$ cat src/rtl/uart_pkg.sv
// rtl/uart_pkg.sv - shared UART link constants and arbiter state encodings
// Imported by uart_tx_arbiter; the baud constants are common with uart_rx/uart_tx.
package uart_pkg;

  localparam int CLK_HZ  = 50_000_000;
  localparam int BAUD    = 115_200;
  localparam int BIT_CLK = CLK_HZ / BAUD;

  typedef enum logic [1:0] {
    IDLE      = 2'd0,
    LOAD      = 2'd1,
    WAIT_BUSY = 2'd2,
    WAIT_DONE = 2'd3
  } arb_state_t;

endpackage

$ cat src/rtl/rr_pick.sv
// rtl/rr_pick.sv - combinational round-robin priority selector
// Ports:
//   req - request vector (N bits)
//   ptr - index of the last winner; scanning starts at ptr+1 with wrap
//   idx - index of the selected request (0 when none is set)
//   any - high when at least one request bit is set
module rr_pick #(
  parameter int N  = 4,
  parameter int IW = (N > 1) ? $clog2(N) : 1
) (
  input  logic [N-1:0]  req,
  input  logic [IW-1:0] ptr,
  output logic [IW-1:0] idx,
  output logic          any
);

  always_comb begin
    idx = '0;
    any = |req;
    // Walk from the farthest candidate back towards ptr+1 so the nearest set bit is written last.
    for (int k = N; k >= 1; k--) begin
      if (req[IW'((int'(ptr) + k) % N)]) begin
        idx = IW'((int'(ptr) + k) % N);
      end
    end
  end

endmodule

$ cat src/rtl/uart_tx_arbiter.sv
// rtl/uart_tx_arbiter.sv - round-robin burst arbiter sharing one UART transmitter
// Ports:
//   clk, reset             - clock, asynchronous active-high reset
//   req/req_data/req_last  - per-requester byte flag, byte (8 bits each), last-of-burst marker
//   ack                    - one-cycle consume pulse to the owning requester, coincident with tx_start
//   owner, owner_valid     - current grant holder and grant-held flag
//   tx_start, tx_data      - start pulse and registered byte to the transmitter
//   tx_busy                - transmitter busy
module uart_tx_arbiter
  import uart_pkg::*;
#(
  parameter int NUM_REQ   = 4,
  parameter int MAX_BURST = 16,
  parameter int BUSY_WAIT = 4,
  localparam int OW       = (NUM_REQ > 1) ? $clog2(NUM_REQ) : 1
) (
  input  logic                 clk,
  input  logic                 reset,
  input  logic [NUM_REQ-1:0]   req,
  input  logic [8*NUM_REQ-1:0] req_data,
  input  logic [NUM_REQ-1:0]   req_last,
  output logic [NUM_REQ-1:0]   ack,
  output logic [OW-1:0]        owner,
  output logic                 owner_valid,
  output logic                 tx_start,
  output logic [7:0]           tx_data,
  input  logic                 tx_busy
);

  arb_state_t          state, state_n;
  logic [OW-1:0]       rr_ptr;
  logic [OW-1:0]       pick_idx;
  logic                pick_any;
  logic [7:0]          burst_cnt;
  logic [3:0]          wait_cnt;
  logic                last_flag;
  logic                do_grant, do_load, do_release, wait_inc;
  logic [7:0]          data_arr [NUM_REQ];
  logic [7:0]          cur_data;
  logic [NUM_REQ-1:0]  ack_onehot;

  for (genvar i = 0; i < NUM_REQ; i++) begin : g_unpack
    assign data_arr[i] = req_data[8*i+7 : 8*i];
  end

  assign cur_data   = data_arr[owner];
  assign ack_onehot = NUM_REQ'(1) << owner;

  rr_pick #(
    .N  (NUM_REQ),
    .IW (OW)
  ) u_pick (
    .req (req),
    .ptr (rr_ptr),
    .idx (pick_idx),
    .any (pick_any)
  );

  always_ff @(posedge clk or posedge reset) begin
    if (reset) begin
      state <= IDLE;
    end else begin
      state <= state_n;
    end
  end

  always_comb begin
    state_n    = state;
    do_grant   = 1'b0;
    do_load    = 1'b0;
    do_release = 1'b0;
    wait_inc   = 1'b0;
    case (state)
      IDLE: begin
        // A frame still on the line (e.g. left over from before a reset) blocks new grants.
        if (pick_any && !tx_busy) begin
          do_grant = 1'b1;
          state_n  = LOAD;
        end
      end
      LOAD: begin
        do_load = 1'b1;
        state_n = WAIT_BUSY;
      end
      WAIT_BUSY: begin
        // A transmitter that never raises busy (or finishes inside the window) still releases us.
        if (tx_busy || (wait_cnt + 4'd1 == 4'(BUSY_WAIT))) begin
          state_n = WAIT_DONE;
        end else begin
          wait_inc = 1'b1;
        end
      end
      WAIT_DONE: begin
        if (!tx_busy) begin
          if (req[owner] && !last_flag && (burst_cnt < 8'(MAX_BURST))) begin
            state_n = LOAD;
          end else begin
            do_release = 1'b1;
            state_n    = IDLE;
          end
        end
      end
      default: state_n = IDLE;
    endcase
  end

  always_ff @(posedge clk or posedge reset) begin
    if (reset) begin
      tx_start    <= 1'b0;
      tx_data     <= 8'd0;
      ack         <= '0;
      owner       <= '0;
      owner_valid <= 1'b0;
      burst_cnt   <= 8'd0;
      wait_cnt    <= 4'd0;
      last_flag   <= 1'b0;
      rr_ptr      <= OW'(NUM_REQ - 1);
    end else begin
      tx_start <= do_load;
      ack      <= do_load ? ack_onehot : '0;
      if (do_grant) begin
        owner       <= pick_idx;
        owner_valid <= 1'b1;
        burst_cnt   <= 8'd0;
      end
      if (do_load) begin
        tx_data   <= cur_data;
        last_flag <= req_last[owner];
        burst_cnt <= burst_cnt + 8'd1;
        wait_cnt  <= 4'd0;
      end
      if (wait_inc) begin
        wait_cnt <= wait_cnt + 4'd1;
      end
      // The finishing owner becomes lowest priority for the next scan.
      if (do_release) begin
        rr_ptr      <= owner;
        owner       <= '0;
        owner_valid <= 1'b0;
      end
    end
  end

endmodule

$ cat config.mk
export PLATFORM = sky130hd
export DESIGN_NAME = uart_tx_arbiter
export DESIGN_NICKNAME = d
export VERILOG_FILES = /design/src/rtl/uart_pkg.sv /design/src/rtl/rr_pick.sv /design/src/rtl/uart_tx_arbiter.sv
export SDC_FILE = /design/constraint.sdc
export NUM_CORES = 1
export LEC_CHECK = 0
export ABC_AREA = 1
export CAP_MARGIN = 10
export CORE_ASPECT_RATIO = 0.7
export CORE_UTILIZATION = 48
export DETAILED_ROUTE_END_ITERATION = 10
export PLACE_DENSITY = 0.91
export SYNTH_ARGS = -nofsm -noshare
export SYNTH_HDL_FRONTEND = slang
export SYNTH_HIERARCHICAL = 1
export SYNTH_SLANG_ARGS = --single-unit
$ cat constraint.sdc
create_clock -name clk -period 1.74 [get_ports clk]
set_input_delay 0.522 -clock clk [delete_from_list [all_inputs] [get_ports clk]]
set_output_delay 0.522 -clock clk [all_outputs]
set_load 0.005 [all_outputs]
# After elaboration in Yosys (flattened, before gate mapping)
# Index checks and enable logic that the tools add are counted.
[word_totals] reg_bits=33 in_bits=43
[classes] addsub=6 order_cmp=7 eq_ne=7 n_shift=1 mux=45 bitwise_logic=1 n_reduce_logical=12
[op_table] cell="8-bit 2-to-1 mux" n=4
[op_table] cell="1-bit 2-to-1 mux" n=21
[op_table] cell="2-bit 2-to-1 mux" n=9
[op_table] cell="8-bit binary-select mux with 2-bit select" n=1
[op_table] cell="2-bit by 4-bit < comparator with 1-bit output, second input constant" n=4
[op_table] cell="1-bit binary-select mux with 2-bit select" n=6
[op_table] cell="4-bit 2-to-1 mux" n=3
[op_table] cell="8-bit by 1-bit adder with 8-bit output, second input constant" n=1
[op_table] cell="8-bit by 5-bit < comparator with 1-bit output, second input constant" n=1
[op_table] cell="2-bit one-hot mux with 4 select lines" n=1
[op_table] cell="2-bit != test, second input constant" n=3
[op_table] cell="2-bit nonzero test" n=3
[op_table] cell="2-bit by 1-bit adder with 2-bit output, second input constant" n=2
[op_table] cell="2-bit adder, second input constant" n=2
[op_table] cell="4-bit by 1-bit adder with 4-bit output, second input constant" n=1
[op_table] cell="2-bit == test, second input constant" n=2
[op_table] cell="4-bit by 3-bit == test with 1-bit output, second input constant" n=1
[op_table] cell="4-bit OR reduction" n=1
[op_table] cell="1-bit by 2-bit << shifter with 4-bit output, first input constant" n=1
[op_table] cell="3-bit >= comparator, second input constant" n=1
[op_table] cell="1-bit logical AND" n=3
[op_table] cell="2-bit by 3-bit < comparator with 1-bit output, second input constant" n=1
[op_table] cell="2-bit NOT with 3-bit output" n=1
[op_table] cell="3-bit AND reduction" n=1
[op_table] cell="other kinds (4)" n=5

# Logic depth before layout (Yosys ltp)
# Gate-level depths: netlist of run 1.
[depth] word_depth=10 depth_mapped=13

# Cells and area by module
# The synthesis of run 1 kept the hierarchy.
[by_module_without_submodules] module="uart_tx_arbiter" instances=1 cells_each=238 area_per_inst_um2=1825.5
[by_module_without_submodules] module="rr_pick" instances=1 cells_each=51 area_per_inst_um2=266.5

# Least setup slack after synthesis of run 1
# Ideal clock, no wire load.
[synth_path] kind="register -> register" from="register state[1]" to="register burst_cnt[5]" setup_time_ns=0.120 arrival_ns=1.256 required_ns=1.620 path_slack_ns=0.365 path_stages_with_launch=9 path_buffers=1 synth_period_minus_slack_ns=1.375 cell_sequence="dfrtp_1 > inv_1 > ha_1 > buf_2 > inv_2 > nor4_2 > nand2_1 > o21ai_0 > inv_1"
[synth_between] elab_chain_cells=3 elab_cells_between_ends=6
[synth_lines] element="start: declaration" line="uart_tx_arbiter.sv:30" rtl="arb_state_t state, state_n;"
[synth_lines] element="start signal: assignment" line="uart_tx_arbiter.sv:63" rtl="state <= state_n;"
[synth_lines] element="2-bit by 1-bit == test with 1-bit output *" line="uart_tx_arbiter.sv:73" rtl="case (state)"
[synth_lines] element="1-bit 2-to-1 mux *" line="uart_tx_arbiter.sv:73"
[synth_lines] element="named net do_load" line="uart_tx_arbiter.sv:37" rtl="logic do_grant, do_load, do_release, wait_inc;"
[synth_lines] element="8-bit 2-to-1 mux or 2-bit nonzero test (tied branches)"
[synth_lines] element="end signal: assignment" line="uart_tx_arbiter.sv:129" rtl="burst_cnt <= burst_cnt + 8'd1;"
[synth_lines] element="end: declaration" line="uart_tx_arbiter.sv:34" rtl="logic [7:0] burst_cnt;"
# Mark *: on every way through the listed nets, which the timed path passes. The rest lies on a longest branch.
# A chain may end at the register's enable or synchronous reset.

# Final worst setup path of run 1
[layout_path] from="register owner_valid" to="output owner_valid"
[layout_rtl] element="start: declaration" line="uart_tx_arbiter.sv:24" rtl="output logic owner_valid,"
[layout_rtl] element="start signal: assignment" line="uart_tx_arbiter.sv:113" rtl="owner_valid <= 1'b0;"
[layout_rtl] element="start signal: assignment" line="uart_tx_arbiter.sv:123" rtl="owner_valid <= 1'b1;"
[layout_rtl] element="start signal: assignment" line="uart_tx_arbiter.sv:139" rtl="owner_valid <= 1'b0;"
# No word-level cell between the ends.

==> flow_metrics.py, run 1 <==
metrics = {
    "placement": {
        "place_inst": 403,
        "place.detailed.hpwl_um": 4100,
        "globalplace.congestion": 0.881,
        "placedInstanceArea_um2": 2770,
        "io_buffer_count": 58,
    },
    "logic_synthesis": {
        "avgSynthCellArea_um2": 7.24,
        "synth.largest_area_cell": "dfrtp_1",
        "synth_cell_types": 33,
        "synth_flop_cell": "dfrtp_1",
        "syn-num-nets": 338,
        "synth_top_area_share_pct": 37.1,
        "synth_area_leaders": "dfrtp_1 (37%), nand2_1 (20%), inv_1 (5.4%)",
        "synth_commonest_cells": "nand2_1 (112), dfrtp_1 (31), inv_1 (30)",
        "synthArstFlopShare_pct": 100,
        "yosysWarnings": 6,
        "yosysSeqAreaShare_pct": 39.6,
        "ys_ff_latch": 33,
        "syn-instance-count": 289,
        "synth.most_common_cell": "nand2_1",
        "syn_area_um2": 2090,
        "synth_edf_count": 0,
    },
    "timing": {
        "period_needed_ns": 1.70,
        "setup_tns_ns": 0,
        "slew-limit-headroom_pct": 70.3,
        "max_clock_freq_ghz": 0.587,
        "hold_viol": 0,
        "drv_slew": 0,
        "rsz0062_at_grt": "no",
        "clock-skew-final_ns": 0.00754,
        "finalSetupViolCount": 0,
        "worst_pin_slew_ns": 0.444,
        "finalCritPeriodShare_pct": 98.0,
    },
    "floorplan": {
        "ios": 59,
        "core_um2": 4040,
        "fp-row-count": 19,
        "die_y_um": 57.2,
        "dieArea_um2": 4630,
        "die_w_um": 80.9,
        "start_util_pct": 51.8,
    },
    "clock_tree": {
        "cts_root_buf": "clkbuf_8",
        "clk_pin_slew_ns": 0.07,
        "cts_sinks": 33,
        "clock_path_buffers": 2,
        "postCtsHoldBufs": 0,
        "numCtsBuffers": 5,
        "clk_latency_ns": 0.29,
        "cts_tree": "built",
        "htreeDepth": 2,
    },
    "critical_path": {
        "worst_r2r_path_depth": 7,
        "critPathBufInv": 1,
        "crit_fanout": 2,
        "path_class": "register to output port",
        "r2r-start": "state[1]",
        "r2r_end": "burst_cnt[5]",
        "cp_slowest_cell": "clkdlybuf4s50_1",
        "rrSetupSlack_ns": 0.19,
        "slowest_delay_ns": 0.52,
        "cpLargestDelayFamily": "buffers and inverters",
        "worstPathArrival_ns": 1.18,
        "cp-start-kind": "register",
        "path_cells": "clkdlybuf4s50_1",
        "required_ns": 1.22,
        "end_kind": "output port",
    },
    "grt": {
        "grt_pass1_wl_um": 8560,
        "grt_max_degree": 34,
        "antenna_found_initial": 0,
        "overflow": 0,
        "grt_pass1_vias": 2043,
        "track_usage_pct": 24.5,
    },
    "cells_and_area": {
        "design_area_um2": 2870,
        "drive_gt1_share_pct": 14.2,
        "antenna_cells": 0,
        "area_growth_pct": 37.0,
        "finalCoreUtilization_pct": 70.9,
        "layout.nets": 407,
        "finalNonFillerCells": 411,
    },
    "power": {
        "power_density_nw_per_um2": 1460,
        "peakVddDrop_v": 0.00113,
        "leakage_nw": 1.44,
    },
    "hold_path": {
        "whs_path_depth": 2,
        "min_from": "tx_data[1]",
        "hold_end": "tx_data[1]",
        "hold_path_class": "register to register",
    },
    "drt": {
        "vias_per_cell": 5.17,
        "wl_um": 5340,
        "drc_errors": 0,
        "first_iter_violations": 131,
        "dr.pass1.iters": 4,
        "ant_nets": 0,
        "routedWlPerCell_um": 13.0,
        "num_vias": 2126,
    },
    "run_status": {
        "status": "finished clean",
    },
    "flow_run": {
        "drv_cap": 0,
    },
}
==> metal layers <==
| layer | track usage (%) | up-vias | wire length [um] |
|---|---|---|---|
| met4 | 8.16 | 0 | 69 |
| met5 | 0 | - | 0 |
| li1 | - | 1056 | - |
| met1 | 30.2 | 978 | 2350 |
| met2 | 42.1 | 85 | 2450 |
| met3 | 6.24 | 7 | 467 |
==> per-stage QoR <==
| stage | hold WS, ns | setup WS (ns) | power, W |
|---|---|---|---|
| 4_1_cts | 0.483 | 0.0304 | 0.00419 |
| 3_3_place_gp | 0.461 | -0.139 | 0.00351 |
| 3_5_place_dp | 0.465 | -0.216 | 0.00362 |
| 6_report | 0.479 | 0.0356 | 0.00419 |
| 5_1_grt | 0.507 | 0.0161 | 0.00454 |
| 2_1_floorplan | 0.450 | 0.365 | 0.00282 |
==> layout by cell type, fill, tap and decap left out, drive strengths merged, types with 2 or more instances in the layout <==
master,instances
a22oi,3
clkinv,2
dfrtp,31
ha,6
nand3,22
buf,10
clkbuf,5
o21ai,14
nand2,125
a21oi,6
nor3,6
clkdlybuf4s50,57
nor2,15
nand3b,2
inv,37
nand4,8
dfstp,2
==> area by class of cell <==
| cell class | count | area [um^2] |
|---|---|---|
| fillers | 303 | 1180 |
| multi-input cells | 213 | 1070 |
| flip-flops and latches | 33 | 828 |
| repair buffers | 68 | 671 |
| inverters | 37 | 149 |
| clock buffers | 5 | 68.8 |
| well taps | 52 | 65.1 |
| clock inverters | 3 | 17.5 |
==> flip-flops by register name (all words and copies together), names as in the netlist <==
register     cells
tx_start         1
owner            2
owner_valid      1
burst_cnt        8
state            2
last_flag        1
rr_ptr           2
ack              4
tx_data          8
wait_cnt         4
==> tightest hold or removal path: stages, from the launching register on <==
cell,delay (ns)
dfrtp_1,0.34
nand2_1,0.05
nand2_1,0.05
==> where the power goes <==
| group | internal (W) | total, W | switching [W] |
|---|---|---|---|
| Sequential | 0.00107 | 0.00131 | 0.000244 |
| Combinational | 0.000998 | 0.00231 | 0.00131 |
| Clock | 0.000276 | 0.000565 | 0.000289 |
==> cell families after synthesis <==
| logic type | after synthesis | share of synthesized area [%] |
|---|---|---|
| xor gates and xnor gates | 1 | 0.419 |
| and+or+nand+nor | 180 | 39.2 |
| AOI/OAI and AO/OA | 26 | 7.66 |
| buffers and inverters | 43 | 9.57 |
| DFF | 33 | 39.6 |
| adders and majority gates | 6 | 3.59 |
==> timing repair <==
item / 4_1_cts / 5_1_grt
endpoints found under the setup margin: 0 / 6
setup buffers: 0 / 0
resized for setup: 0 / 3
==> worst max path at each step <==
stage	start	endpoint	slack (ns)	depth (start not counted)
global placement	req[1]	burst_cnt[5]	-0.14	8
global route	req[1]	state[0]	0.02	9
CTS	req[1]	burst_cnt[7]	0.03	8
floorplan	state[1]	burst_cnt[5]	0.36	8
finish	owner_valid	owner_valid	0.04	1
detailed placement	req[2]	burst_cnt[5]	-0.22	8
Power figures use the tool's default switching activity.
==> run 2, diff against run 1 <==
Settings changed: CORE_MARGIN from default to 2.
==> flow_metrics.py, run 2 (same netlist as run 1, synthesis figures left out) <==
metrics = {
    "cells_and_area": {
        "antenna_cells": 0,
        "layout.nets": 409,
        "area_growth_pct": 39.8,
        "layout_common_cells": "nand2_1 (112), clkdlybuf4s50_1 (56), dfrtp_1 (31)",
        "drive_gt1_share_pct": 14.4,
        "design_area_um2": 2920,
        "mostFrequentLayoutCell": "nand2_1",
        "finalNonFillerCells": 416,
        "reg.largest.list": "burst_cnt (8), tx_data (8)",
        "fillers": 333,
    },
    "critical_path": {
        "path_cells": "clkdlybuf4s50_1",
        "slowest_delay_ns": 0.53,
        "crit_fanout": 2,
        "required_ns": 1.22,
        "path_class": "register to output port",
        "worstPathArrival_ns": 1.18,
        "cpLargestDelayFamily": "buffers and inverters",
        "critPathBufInv": 1,
        "end_kind": "output port",
        "cp_slowest_cell": "clkdlybuf4s50_1",
        "cp-start-kind": "register",
    },
    "power": {
        "finalPower_w": 0.00442,
        "peakVddDrop_v": 0.000684,
        "leakage_nw": 1.48,
        "power_density_nw_per_um2": 1510,
    },
    "clock_tree": {
        "htreeDepth": 2,
        "numCtsBuffers": 5,
        "clk_pin_slew_ns": 0.07,
        "cts_sinks": 33,
        "cts_tree": "built",
        "cts_root_buf": "clkbuf_8",
        "postCtsHoldBufs": 0,
        "clock_path_buffers": 2,
        "clk_latency_ns": 0.30,
    },
    "floorplan": {
        "die_w_um": 82.9,
        "dieArea_um2": 4910,
        "start_util_pct": 49.2,
        "die_y_um": 59.2,
        "fp-row-count": 20,
        "core_um2": 4250,
        "ios": 59,
    },
    "run_status": {
        "status": "finished clean",
    },
    "drt": {
        "first_iter_violations": 215,
        "vias_per_cell": 5.07,
        "ant_nets": 0,
        "routedWlPerCell_um": 13.2,
        "wl_um": 5480,
        "drc_errors": 0,
        "num_vias": 2111,
        "dr.pass1.iters": 4,
    },
    "timing": {
        "finalSetupViolCount": 0,
        "fin_hold_ws_ns": 0.484,
        "hold_viol": 0,
        "rsz0062_at_grt": "no",
        "setup_tns_ns": 0,
        "clock-skew-final_ns": 0.00887,
        "max_clock_freq_ghz": 0.587,
        "finalCritPeriodShare_pct": 98.0,
        "period_needed_ns": 1.70,
        "drv_slew": 0,
        "worst_pin_slew_ns": 0.393,
        "slew-limit-headroom_pct": 73.8,
    },
    "grt": {
        "grt_pass1_wl_um": 9290,
        "overflow": 0,
        "track_usage_pct": 23.7,
        "grt_pass1_vias": 2070,
        "antenna_found_initial": 0,
        "grt_max_degree": 34,
    },
    "placement": {
        "globalplace.congestion": 0.866,
        "place.detailed.hpwl_um": 4180,
        "placedInstanceArea_um2": 2790,
        "place_inst": 408,
        "io_buffer_count": 58,
    },
    "flow_run": {
        "drv_cap": 0,
    },
    "hold_path": {
        "hold_path_class": "register to register",
    },
}
run 2: final timing paths:
check / cells after the start / slack [ns] / from / to
setup / recovery: 1 / 0.04 / tx_data[0] / tx_data[0]
min in group asynchronous: 3 / 0.57 / reset / ack[3]
hold / removal: 2 / 0.48 / tx_data[3] / tx_data[3]
max in group asynchronous: 3 / 0.92 / reset / rr_ptr[1]
hold reg to reg: 2 / 0.48 / tx_data[3] / tx_data[3]
setup reg to reg: 7 / 0.19 / state[1] / burst_cnt[5]
run 2: metal layers:
metal	track usage, %	vias to the layer above	wire, um	share of wire (%)
met2	39.6	80	2510	46
met1	31.9	967	2570	47
met3	5.15	7	340	6.2
met4	6.56	0	57	1.0
met5	0	-	0	0
li1	-	1057	-	-
run 2: through the flow:
stage / util, % / setup slack (ns)
final: 68.7 / 0.0355
after global placement: 65.6 / -0.143
after detailed placement: 65.6 / -0.244
after floorplan: - / 0.365
after CTS: 68.4 / 0.0185
after global routing: 68.7 / 0.00339
run 2: cell type report:
class                           count  area, um^2  share of cell area (%)
Clock inverter                      1        30.0                    1.03
Inverter                           37         149                    5.09
Multi-Input combinational cell    213        1070                    36.7
Tap cell                           55        68.8                    2.35
Clock buffer                        7        86.3                    2.95
Timing Repair Buffer               70         688                    23.5
Sequential cell                    33         828                    28.3
run 2: timing repair:
action	4_1_cts	5_1_grt
buffers inserted	0	0
resized for setup	0	5
setup endpoints to repair	0	6
run 2: power breakdown:
group          leakage, nW  total (W)  switching, W  internal (W)
logic                0.999    0.00234       0.00132       0.00102
clock network       0.0585   0.000756      0.000289      0.000467
registers            0.421    0.00132      0.000249       0.00107
==> run 3, diff against run 2 <==
Settings changed: CORE_MARGIN 2 to default, CORE_UTILIZATION 48 to 50, CTS_CLUSTER_SIZE from default to 14, PLACE_DENSITY 0.91 to 0.94.
Clock period 1.74 ns to 2.1 ns, I/O delays scaled along.
==> flow_metrics.py, run 3 (same netlist as run 1, synthesis figures left out) <==
metrics = {
    "cells_and_area": {
        "multi_input_area_um2": 1060,
        "finalCoreUtilization_pct": 71.1,
        "fillers": 293,
        "seqCellArea_um2": 828,
        "drive_gt1_share_pct": 12.6,
        "layout.nets": 404,
        "area_growth_pct": 34.9,
        "mostFrequentLayoutCell": "nand2_1",
        "layout_common_cells": "nand2_1 (112), clkdlybuf4s50_1 (58), dfrtp_1 (31)",
        "antenna_cells": 0,
        "reg.largest.list": "burst_cnt (8), tx_data (8)",
        "design_area_um2": 2820,
    },
    "timing": {
        "worst_pin_slew_ns": 0.435,
        "max_clock_freq_ghz": 0.555,
        "finalCritPeriodShare_pct": 85.7,
        "rsz0062_at_grt": "no",
        "finalSetupViolCount": 0,
        "setup_tns_ns": 0,
        "clock-skew-final_ns": 0.00724,
        "hold_viol": 0,
        "slew-limit-headroom_pct": 70.9,
        "drv_slew": 0,
        "period_needed_ns": 1.80,
    },
    "power": {
        "comb_power_share_pct": 55.0,
        "p_sw_share_pct": 44.0,
        "peakVddDrop_v": 0.000789,
        "leakage_nw": 1.41,
        "finalPower_w": 0.00342,
        "power_density_nw_per_um2": 1210,
        "switchingPower_w": 0.00150,
        "seqPwrFrac_pct": 31.6,
        "clockPowerShare_pct": 13.4,
        "p_int_w": 0.00192,
    },
    "drt": {
        "wl_um": 5280,
        "num_vias": 2115,
        "routedWlPerCell_um": 12.9,
        "dr.pass1.iters": 4,
        "ant_nets": 0,
        "drc_errors": 0,
        "vias_per_cell": 5.18,
        "first_iter_violations": 185,
    },
    "floorplan": {
        "die_y_um": 56.1,
        "die_w_um": 79.3,
        "ios": 59,
        "dieArea_um2": 4450,
        "start_util_pct": 52.7,
        "fp-row-count": 19,
        "core_um2": 3970,
    },
    "placement": {
        "place.detailed.hpwl_um": 4030,
        "io_buffer_count": 58,
        "placedInstanceArea_um2": 2740,
        "globalplace.congestion": 0.862,
    },
    "clock_tree": {
        "cts_setup_buffers": 0,
        "numCtsBuffers": 5,
        "cts_sinks": 33,
        "htreeDepth": 2,
        "clk_latency_ns": 0.29,
        "cts_root_buf": "clkbuf_8",
        "postCtsHoldBufs": 0,
        "cts_tree": "built",
        "post_cts_resize_count": 0,
        "clk_pin_slew_ns": 0.07,
        "clock_path_buffers": 2,
    },
    "grt": {
        "track_usage_pct": 25.7,
        "antenna_found_initial": 0,
        "grt_pass1_wl_um": 8780,
        "grt_pass1_vias": 2010,
        "overflow": 0,
        "grt_max_degree": 34,
    },
    "critical_path": {
        "path_class": "primary input to register",
        "cp_slowest_cell": "clkdlybuf4s50_1",
        "slowest_delay_ns": 0.51,
        "r2r-start": "state[1]",
        "path_cells": "clkdlybuf4s50_1, inv_1, nand4_1, nand3_2, nor2_1, nor2_1, o21ai_0, inv_1",
        "crit_fanout": 4,
        "critPathLaunch": "req[1]",
        "end_kind": "register",
        "cp-start-kind": "primary input",
        "required_ns": 2.28,
        "worstPathArrival_ns": 1.98,
    },
    "run_status": {
        "status": "finished clean",
    },
    "flow_run": {
        "drv_cap": 0,
    },
    "hold_path": {
        "min_from": "tx_data[3]",
        "hold_path_class": "register to register",
    },
}
run 3: critical path: cells and delay by family:
kind,cells,cell delay [ns]
AO/OA/AOI/OAI,1,0.17
buffers and inverters,3,0.66
AND/OR/NAND/NOR,4,0.51
run 3: final cells by class:
class | count | share of cell area [%]
inverters | 37 | 5.28
multi-input cells | 213 | 37.7
well taps | 52 | 2.31
clock buffers | 6 | 2.57
clock inverters | 2 | 0.355
repair buffers | 65 | 22.4
flip-flops and latches | 33 | 29.4
run 3: through the flow:
stage | hold slack, ns | setup WS (ns) | cells
3_3_place_gp | 0.461 | 0.0820 | 400
6_report | 0.485 | 0.300 | 408
4_1_cts | 0.487 | 0.301 | 408
3_5_place_dp | 0.471 | -0.00139 | 400
5_1_grt | 0.513 | 0.153 | 408
2_1_floorplan | 0.450 | 0.665 | 289
run 3: final timing paths:
kind,slack [ns],cells past startpoint,to
worst min register to register,0.48,2,tx_data[3]
worst min-delay path,0.48,2,tx_data[3]
min in group asynchronous,0.73,3,ack[0]
max in group asynchronous,1.04,3,rr_ptr[1]
worst max register to register,0.50,7,burst_cnt[5]
worst max-delay path,0.30,8,burst_cnt[5]
run 3: per-layer routing:
layer	vias to the layer above	global-route usage (%)	share of wire (%)	routed length [um]
li1	1052	-	-	-
met1	980	31.7	45	2370
met2	76	44.6	46	2410
met4	0	5.71	1.2	65
met3	7	7.21	8.2	433
met5	-	0	0	0
run 3: power groups by stage:
stage	sequential [W]	clock, W	combinational (W)
finish	0.00108	0.000459	0.00188
floorplan	0.00105	0	0.00128
global route	0.00111	0.000487	0.00212
global placement	0.00108	0	0.00181
detailed placement	0.00109	0	0.00187
CTS	0.00108	0.000464	0.00188
